## src/rtl/uart_pkg.sv

```systemverilog
// Shared types and helpers for the UART receive path (and the later TX path).
package uart_pkg;

    typedef enum logic [1:0] {
        PAR_NONE = 2'd0,
        PAR_ODD  = 2'd1,
        PAR_EVEN = 2'd2
    } parity_e;

    typedef enum logic [2:0] {
        IDLE,
        START,
        DATA,
        PAR,
        STOP,
        WAIT_HI
    } rx_state_e;

    // Each FIFO entry carries {break, parity_err, frame_err} on top of the payload.
    localparam int FLAG_BITS = 3;

    function automatic int calc_div(input int clk_freq, input int baud, input int oversample);
        int den;
        int d;
        den = baud * oversample;
        d   = (clk_freq + den / 2) / den;
        return (d < 1) ? 1 : d;
    endfunction

endpackage

```

## src/rtl/sync_fifo.sv

```systemverilog
// Single-clock FIFO with registered count; a push into a full FIFO is only
// accepted when a pop happens in the same cycle.
module sync_fifo #(
    parameter int WIDTH = 8,
    parameter int DEPTH = 4
) (
    input  logic                     clk,
    input  logic                     rst_n,
    input  logic                     push,
    input  logic                     pop,
    input  logic [WIDTH-1:0]         wr_data,
    output logic [WIDTH-1:0]         rd_data,
    output logic                     full,
    output logic                     empty,
    output logic [$clog2(DEPTH):0]   count
);
    localparam int AW = $clog2(DEPTH);
    localparam int CW = AW + 1;

    logic [WIDTH-1:0] mem [DEPTH];
    logic [AW-1:0]    wr_ptr;
    logic [AW-1:0]    rd_ptr;
    logic             do_push;
    logic             do_pop;

    assign do_pop  = pop && !empty;
    assign do_push = push && (!full || do_pop);
    assign full    = (count == CW'(DEPTH));
    assign empty   = (count == '0);
    assign rd_data = mem[rd_ptr];

    always_ff @(posedge clk or negedge rst_n) begin
        if (!rst_n) begin
            wr_ptr <= '0;
            rd_ptr <= '0;
            count  <= '0;
        end else begin
            if (do_push) wr_ptr <= wr_ptr + 1'b1;
            if (do_pop)  rd_ptr <= rd_ptr + 1'b1;
            if (do_push && !do_pop)
                count <= count + 1'b1;
            else if (!do_push && do_pop)
                count <= count - 1'b1;
        end
    end

    always_ff @(posedge clk) begin
        if (do_push) mem[wr_ptr] <= wr_data;
    end

endmodule

```

## src/rtl/uart_rx_fifo.sv

```systemverilog
// Oversampling UART receiver with majority vote, error/break flags, receive
// FIFO, sticky overrun and active-low clear-to-send flow control.
module uart_rx_fifo
    import uart_pkg::*;
#(
    parameter int CLK_FREQ   = 25000000,
    parameter int BAUD       = 115200,
    parameter int OVERSAMPLE = 16,
    parameter int DATA_BITS  = 8,
    parameter int PARITY     = 0,
    parameter int STOP_BITS  = 1,
    parameter int FIFO_DEPTH = 4,
    parameter int CTS_MARGIN = 1
) (
    input  logic                 clk25,
    input  logic                 rst_n,
    input  logic                 uart_rx,
    output logic [DATA_BITS-1:0] rx_data,
    output logic                 rx_frame_err,
    output logic                 rx_parity_err,
    output logic                 rx_break,
    output logic                 rx_valid,
    input  logic                 rx_ready,
    output logic                 overrun,
    input  logic                 status_clr,
    output logic                 uart_cts
);
    localparam int DIV = calc_div(CLK_FREQ, BAUD, OVERSAMPLE);
    localparam int TW  = $clog2(DIV + 1);
    localparam int SW  = $clog2(OVERSAMPLE);
    localparam int EW  = DATA_BITS + FLAG_BITS;
    localparam int CW  = $clog2(FIFO_DEPTH) + 1;
    localparam parity_e PMODE = parity_e'(PARITY);
    localparam logic [SW-1:0] S_LO   = SW'(OVERSAMPLE / 2 - 1);
    localparam logic [SW-1:0] S_MID  = SW'(OVERSAMPLE / 2);
    localparam logic [SW-1:0] S_HI   = SW'(OVERSAMPLE / 2 + 1);
    localparam logic [SW-1:0] S_LAST = SW'(OVERSAMPLE - 1);
    localparam logic [3:0]    LAST_BIT = 4'(DATA_BITS - 1);

    rx_state_e            state, state_next;
    logic                 rx_meta, rx_sync, rx_prev;
    logic [TW-1:0]        tick_cnt;
    logic                 tick;
    logic [SW-1:0]        samp_cnt;
    logic                 s_lo, s_mid;
    logic [3:0]           bit_cnt;
    logic                 stop_cnt;
    logic [DATA_BITS-1:0] shift;
    logic                 par_bit, par_err, frame_err;
    logic                 vote, decide, bit_end, last_stop, frame_err_now, brk;
    logic                 push, pop, drop, full, empty;
    logic [EW-1:0]        push_entry, head;
    logic [CW-1:0]        count;
    logic                 overrun_q, cts_q;

    always_ff @(posedge clk25 or negedge rst_n) begin
        if (!rst_n) begin
            rx_meta <= 1'b1;
            rx_sync <= 1'b1;
            rx_prev <= 1'b1;
        end else begin
            rx_meta <= uart_rx;
            rx_sync <= rx_meta;
            rx_prev <= rx_sync;
        end
    end

    always_ff @(posedge clk25 or negedge rst_n) begin
        if (!rst_n)
            tick_cnt <= '0;
        else if (state == IDLE || tick)
            tick_cnt <= '0;
        else
            tick_cnt <= tick_cnt + 1'b1;
    end

    assign tick = (state != IDLE) && (tick_cnt == TW'(DIV - 1));

    always_ff @(posedge clk25 or negedge rst_n) begin
        if (!rst_n) state <= IDLE;
        else        state <= state_next;
    end

    // Bit decisions are taken on the third vote sample, when all three are known.
    always_comb begin
        vote          = (s_lo & s_mid) | (s_lo & rx_sync) | (s_mid & rx_sync);
        decide        = tick && (samp_cnt == S_HI);
        bit_end       = tick && (samp_cnt == S_LAST);
        last_stop     = (STOP_BITS == 1) ? 1'b1 : stop_cnt;
        frame_err_now = frame_err | ~vote;
        brk           = frame_err_now && (shift == '0) && ((PMODE == PAR_NONE) || !par_bit);
        push          = 1'b0;
        state_next    = state;
        case (state)
            IDLE:    if (rx_prev && !rx_sync) state_next = START;
            START: begin
                if (decide && vote)  state_next = IDLE;
                else if (bit_end)    state_next = DATA;
            end
            DATA:    if (bit_end && bit_cnt == LAST_BIT)
                         state_next = (PMODE != PAR_NONE) ? PAR : STOP;
            PAR:     if (bit_end) state_next = STOP;
            STOP:    if (decide && last_stop) begin
                         push       = 1'b1;
                         state_next = vote ? IDLE : WAIT_HI;
                     end
            WAIT_HI: if (rx_sync) state_next = IDLE;
            default: state_next = IDLE;
        endcase
    end

    always_ff @(posedge clk25 or negedge rst_n) begin
        if (!rst_n) begin
            samp_cnt  <= '0;
            s_lo      <= 1'b1;
            s_mid     <= 1'b1;
            bit_cnt   <= '0;
            stop_cnt  <= 1'b0;
            shift     <= '0;
            par_bit   <= 1'b0;
            par_err   <= 1'b0;
            frame_err <= 1'b0;
        end else begin
            if (state == IDLE)
                samp_cnt <= '0;
            else if (tick)
                samp_cnt <= (samp_cnt == S_LAST) ? '0 : samp_cnt + 1'b1;
            if (tick && samp_cnt == S_LO)  s_lo  <= rx_sync;
            if (tick && samp_cnt == S_MID) s_mid <= rx_sync;
            case (state)
                START: begin
                    bit_cnt   <= '0;
                    stop_cnt  <= 1'b0;
                    par_bit   <= 1'b0;
                    par_err   <= 1'b0;
                    frame_err <= 1'b0;
                end
                DATA: begin
                    if (decide)  shift   <= {vote, shift[DATA_BITS-1:1]};
                    if (bit_end) bit_cnt <= bit_cnt + 1'b1;
                end
                PAR: if (decide) begin
                    par_bit <= vote;
                    par_err <= (^shift) ^ vote ^ (PMODE == PAR_ODD);
                end
                STOP: begin
                    if (decide)  frame_err <= frame_err_now;
                    if (bit_end) stop_cnt  <= 1'b1;
                end
                default: ;
            endcase
        end
    end

    assign push_entry = {brk, par_err, frame_err_now, shift};
    assign pop        = !empty && rx_ready;
    assign drop       = push && full && !pop;

    sync_fifo #(
        .WIDTH (EW),
        .DEPTH (FIFO_DEPTH)
    ) u_fifo (
        .clk     (clk25),
        .rst_n   (rst_n),
        .push    (push),
        .pop     (pop),
        .wr_data (push_entry),
        .rd_data (head),
        .full    (full),
        .empty   (empty),
        .count   (count)
    );

    always_ff @(posedge clk25 or negedge rst_n) begin
        if (!rst_n) begin
            overrun_q <= 1'b0;
            cts_q     <= 1'b1;
        end else begin
            if (drop)            overrun_q <= 1'b1;
            else if (status_clr) overrun_q <= 1'b0;
            cts_q <= ((FIFO_DEPTH - int'(count)) <= CTS_MARGIN);
        end
    end

    assign rx_valid = !empty;
    assign {rx_break, rx_parity_err, rx_frame_err, rx_data} = rx_valid ? head : '0;
    assign overrun  = overrun_q;
    assign uart_cts = cts_q;

endmodule

```

## config.mk

```make
export PLATFORM = sky130hd
export DESIGN_NAME = uart_rx_fifo
export DESIGN_NICKNAME = d
export VERILOG_FILES = /design/src/rtl/uart_pkg.sv /design/src/rtl/sync_fifo.sv /design/src/rtl/uart_rx_fifo.sv
export SDC_FILE = /design/constraint.sdc
export NUM_CORES = 1
export LEC_CHECK = 0
export CAP_MARGIN = 0
export CORE_UTILIZATION = 40
export DETAILED_ROUTE_END_ITERATION = 10
export PLACE_DENSITY = 0.59
export SYNTH_ARGS = -nofsm -noshare
export SYNTH_HDL_FRONTEND = slang
export SYNTH_SLANG_ARGS = --single-unit
```

## constraint.sdc

```tcl
create_clock -name clk25 -period 3.6 [get_ports clk25]
set_clock_uncertainty 0.2 [all_clocks]
set_input_delay 1.08 -clock clk25 [delete_from_list [all_inputs] [get_ports clk25]]
set_output_delay 1.08 -clock clk25 [all_outputs]
set_load 0.05 [all_outputs]
```

# Word-level counts from Yosys, hierarchy flattened
# Memories as Yosys holds them, arrays and structs flattened.
# Index checks and enable logic that the tools add are counted.
[op_classes] order_cmp=1 n_bitwise=8 addsub=8 n_reduce_logical=40 n_mux=28 eq_ne=20
[ops] op="2-to-1 mux 3 bit" count=10
[ops] op="2-to-1 mux 4 bit" count=5
[ops] op="one-hot mux 3 bit (6 select lines)" count=1
[ops] op="== test 4 bit (second input constant)" count=4
[ops] op="logical AND 1 bit" count=16
[ops] op="inequality test 2 bit (second input constant)" count=7
[ops] op="adder 4 x 1 -> 4 bit (second input constant)" count=3
[ops] op="nonzero test 2 bit" count=6
[ops] op="2-to-1 mux 11 bit" count=1
[ops] op="== test 3 bit (second input constant)" count=3
[ops] op="== test 4 x 3 -> 1 bit (second input constant)" count=2
[ops] op="logical NOT 8 bit" count=1
[ops] op="2-to-1 mux 1 bit" count=8
[ops] op="one-hot mux 4 bit (2 select lines)" count=1
[ops] op="AND reduction 2 bit" count=4
[ops] op="XOR reduction 8 bit" count=1
[ops] op="== test 3 x 2 -> 1 bit (second input constant)" count=2
[ops] op="logical NOT 1 bit" count=6
[ops] op="logical NOT 3 bit" count=2
[ops] op="AND reduction 6 bit" count=1
[ops] op="adder 2 x 1 -> 2 bit (second input constant)" count=2
[ops] op="less-or-equal comparator 4 x 2 -> 1 bit (second input constant)" count=1
[ops] op="one-hot mux 1 bit (2 select lines)" count=2
[ops] op="subtractor 3 x 3 -> 4 bit (first input constant)" count=1
[ops] op="other kinds (10)" count=15
[totals] word_cells=123 ram_bits=44 regBits=39 n_memories=1
[mem_list] memory="u_fifo.mem" depth=4 word_bits=11 read_ports=1 rd_clocked_by_memory_dff=0 write_ports=1 line="sync_fifo.sv:20" source="logic [WIDTH-1:0] mem [DEPTH];"

# Logic depth before layout (Yosys ltp)
[depth] word_depth=10 ltp_mapped=12 mapped_depth_nobuf=12

# Hierarchy
# A second synthesis with hierarchy kept.
[unflattened] hier_cells=271 hier_area_um2=3794.9
[by_module_without_submodules] module="sync_fifo" area_each_um2=2026.9 n_inst=1 cells_each=92
[by_module_without_submodules] module="uart_rx_fifo" area_each_um2=1767.9 n_inst=1 cells_each=179

# Least setup slack after synthesis
# OpenSTA, ideal clock, no wires.
[synth_path] kind="reg-to-output" start="register u_fifo.count[0]" end="output port rx_data[1]" slack_ns=0.467 arrival_ns=1.853 stages_incl_launch_ff=6 required_ns=2.320 path_buffers=1 path_cell_list="dfrtp_1 -> nor2_1 -> ha_1 -> inv_1 -> clkbuf_1 -> and2_1"
[synth_via] elab_chain_len=2
[synth_rtl] element="start, declared" line="sync_fifo.sv:15" source="output logic [$clog2(DEPTH):0] count"
[synth_rtl] element="start signal, assigned" line="sync_fifo.sv:41" source="count <= count + 1'b1;"
[synth_rtl] element="start signal, assigned" line="sync_fifo.sv:43" source="count <= count - 1'b1;"
[synth_rtl] element="logical NOT 3 bit" line="sync_fifo.sv:29" source="assign empty = (count == '0);"
[synth_rtl] element="2-to-1 mux 11 bit" line="uart_rx_fifo.sv:186" source="assign {rx_break, rx_parity_err, rx_frame_err, rx_data} = rx_valid ? head : '0;"
[synth_rtl] element="end, declared" line="uart_rx_fifo.sv:18" source="output logic [DATA_BITS-1:0] rx_data,"
# Every way passes these cells.

# Worst setup path after layout
[layout_path] start="register u_fifo.count[0]" end="output port rx_valid"
[layout_via] elab_chain_len=2
[layout_rtl] element="logical NOT 3 bit" line="sync_fifo.sv:29"
[layout_rtl] element="logical NOT 1 bit" line="uart_rx_fifo.sv:185" source="assign rx_valid = !empty;"
[layout_rtl] element="end, declared" line="uart_rx_fifo.sv:22" source="output logic rx_valid,"
# Every way passes these cells.

==> results.md <==
* CTS root buffer: clkbuf_8
* Final GP Congestion at 0.7694
* Reg2reg end: u_fifo.count[2]
* Number of global-route vias before repair at 2081
* Clk pin slew, worst setup/hold paths at 0.09 ns
* Clk pwr share at 28.3%
* Reg2Reg Setup Slack at 0.79 ns
* Status: finished, final reports clean
* Yosys warns at 0
* Worst R2R Path Depth at 12
* Synth Net Count at 297
* Pin count of the biggest net entering global routing at 40
* Mapped Area at 3765 um2
* CTS tree: done
* Initial Utilization at 40.94%
* Worst VDD drop at 0.2597 mV
* Setup TNS at 0 ns
* Later-pin clock latency in the skew report at 0.35 ns
* Synth area leader: edfxtp_1
* Min cycle time layout at 3.312 ns
* Most frequent cells in the layout: edfxtp_1 (44), dfrtp_1 (33), nand2_1 (21), inv_1 (20), nor2_1 (19)
* Max clock buf depth at 2
* Die Wd at 99.02 um
* Reg area at 2305 um2
* Global route overflow at 0
* Number of synthesized flops with an enable pin at 44
* Slew Limit Headroom at 41.02%
* Number of setup buffers added after CTS at 0
* Routed len/inst at 14.36 um
* DRT Pass-1 Iters at 4
* Row cnt at 35
* # hold bufs at CTS at 0
* Critical R2R Launch: tick_cnt[1]
* Hold Path Class: reg -> reg
* Final HPWL DP at 4116 um
* Synth Flop Type: edfxtp_1
* Required @ worst endpoint at 2.32 ns
* Max Cap Viol at 0
* First-pass GRT wire length at 10150 um
* Worst EP arrival at 2.03 ns
* # diodes at 0
* Highest Clock Rate at 301.9 MHz
* Syn Inst Count at 274
* Vias/cell at 4.933
* Remaining DRCs at 0
* P_leak at 0.001709 uW
* Mean Syn Cell Area at 13.74 um2
* Worst Setup Start Kind: flop
* Ports at 19
* Fraction of layout cells with a size suffix above 1 at 21.75%
* Synth cell types at 46
* Comb power frac at 23.2%
* Worst Hold Path EP: rx_sync
* Vias at 2067
* Die Y-Extent at 99.02 um
* Antenna violations before repair at 0
* Min-delay src: rx_meta
* Crit end category: output port
* Worst-margin pin slew at 0.8847 ns
* Sw Share at 32.42%
* Die Area at 9804 um2
* Synth area leaders: edfxtp_1 (35%), dfrtp_1 (22%), mux4_2 (6.6%)
* Worst path bufs/invs at 2
* Crit path cell chain: nor2_1, ha_1, inv_1, clkdlybuf4s50_1
* Final setup violation count at 0
* Sequential share of the synthesized area at 61.22%
* Sequential Power Share at 48.5%
* Number of port buffers at 18
* Switching pwr at 790.9 uW
* Asr flop ratio synth at 46.99%
* Layout fillers at 822
* Core area at 9196 um2
* RSZ-0062 raised after global routing: no
* Clock Sink Count at 83
* Total track usage at 13.86%
* Hold Fails Final Rpt at 0
* Drt total wl at 6016 um
* Crit Path Class: reg -> out
* CTS buffer count at 9
* Post-cts resize count at 0
* Fin nets at 326
* Cell-internal power at 1649 uW
* H-Tree Depth at 3
* Detailed router's first-iteration violation count at 55
* Crit path max fanout at 4
* Hold_ws at 0.1577 ns
* Max-slew violations at 0
* Yosys reg bits at 83
* Crit-path slowest cell: clkdlybuf4s50_1
* Synthesis-to-layout area growth at 13.46%
* PwrDens at 571.2 nW/um2
* Period utilization at 92.01%
* Antenna-violating nets left at 0
* Post-synth top area share at 35.09%
* CP peak stage delay at 0.82 ns
* Commonest non-fill, non-tap cell in the layout: edfxtp_1
* Family with the most delay on the worst path: buffers and inverters
* Area of the multi-input gates at 1345 um2
* Hold Path Stages at 0
## registers in the layout (all words and copies together), names as in the netlist, 2 cells and up
| register | flops |
|---|---|
| tick_cnt | 4 |
| u_fifo.mem | 44 |
| u_fifo.wr_ptr | 2 |
| state | 3 |
| u_fifo.rd_ptr | 2 |
| shift | 8 |
| u_fifo.count | 3 |
| bit_cnt | 4 |
| samp_cnt | 4 |
## power by group through the flow
stage	clock [uW]	sequential [uW]	combinational [uW]
after detailed placement	0	1210	577
after floorplan	0	1170	463
after global placement	0	1200	567
final	691	1180	566
after global routing	746	1200	636
after CTS	715	1190	580
## Yosys cell counts (2+ instances only)
cell	instances
edfxtp_1	44
dfrtp_1	33
nand2_1	21
inv_1	20
nor2_1	19
ha_1	17
and2_1	16
mux4_2	11
xnor2_1	10
a21oi_1	8
o21ai_1	7
dfstp_2	6
nand3_1	6
xor2_1	5
mux2_2	4
nand4_1	4
o21ai_0	4
mux2_1	3
nand2b_1	3
o22ai_1	3
buf_2	2
clkbuf_1	2
nor3_2	2
o31ai_1	2
## stage by stage
stage          utilization, %  total power, uW  area, um2  setup WS (ns)  cells
4_1_cts                 46.45             2480       4272         0.2344    419
3_5_place_dp            44.19             1784       4064         0.4215    403
2_1_floorplan               -             1634       3765         0.4672    274
6_report                46.45             2440       4272         0.2877    419
5_1_grt                 46.45             2581       4272         0.1728    419
3_3_place_gp            44.19             1771       4064         0.4490    403
## routing by layer
metal	share of wire, %	up-vias	GRT usage (%)
met5	0	-	0
met4	1.5	0	5.511
met3	2.6	6	3.830
met2	49	27	23.02
met1	47	1007	17.18
li1	-	1027	-
## cell type report
cell class                 count  share of cell area, %
clock inverter                 7                  1.963
clock buffer                   9                  2.900
multi-input combinational    164                  31.49
inverter                      20                  1.757
tap                          111                  3.251
sequential                    83                  53.95
timing repair buffer          25                  4.687
## cell families after synthesis
kind of cell / Yosys count / share of synthesized area, %
multiplexers: 19 / 8.940
flip-flops: 83 / 61.22
AND/OR/NAND/NOR: 82 / 12.13
XOR/XNOR: 15 / 3.489
adder cells (fa/ha/maj): 19 / 6.447
AO/OA/AOI/OAI: 29 / 4.719
buffers and inverters: 27 / 3.057
## how the worst max path moves through the flow
stage	start	endpoint	slack, ns	cells past startpoint
finish	u_fifo.count[0]	rx_valid	0.29	4
global route	u_fifo.count[0]	rx_valid	0.17	4
CTS	u_fifo.count[0]	rx_valid	0.23	4
detailed placement	rx_ready	u_fifo.count[2]	0.42	9
global placement	rx_ready	u_fifo.count[2]	0.45	9
floorplan	u_fifo.count[0]	rx_data[1]	0.47	5
Power figures use the tool's default switching activity.
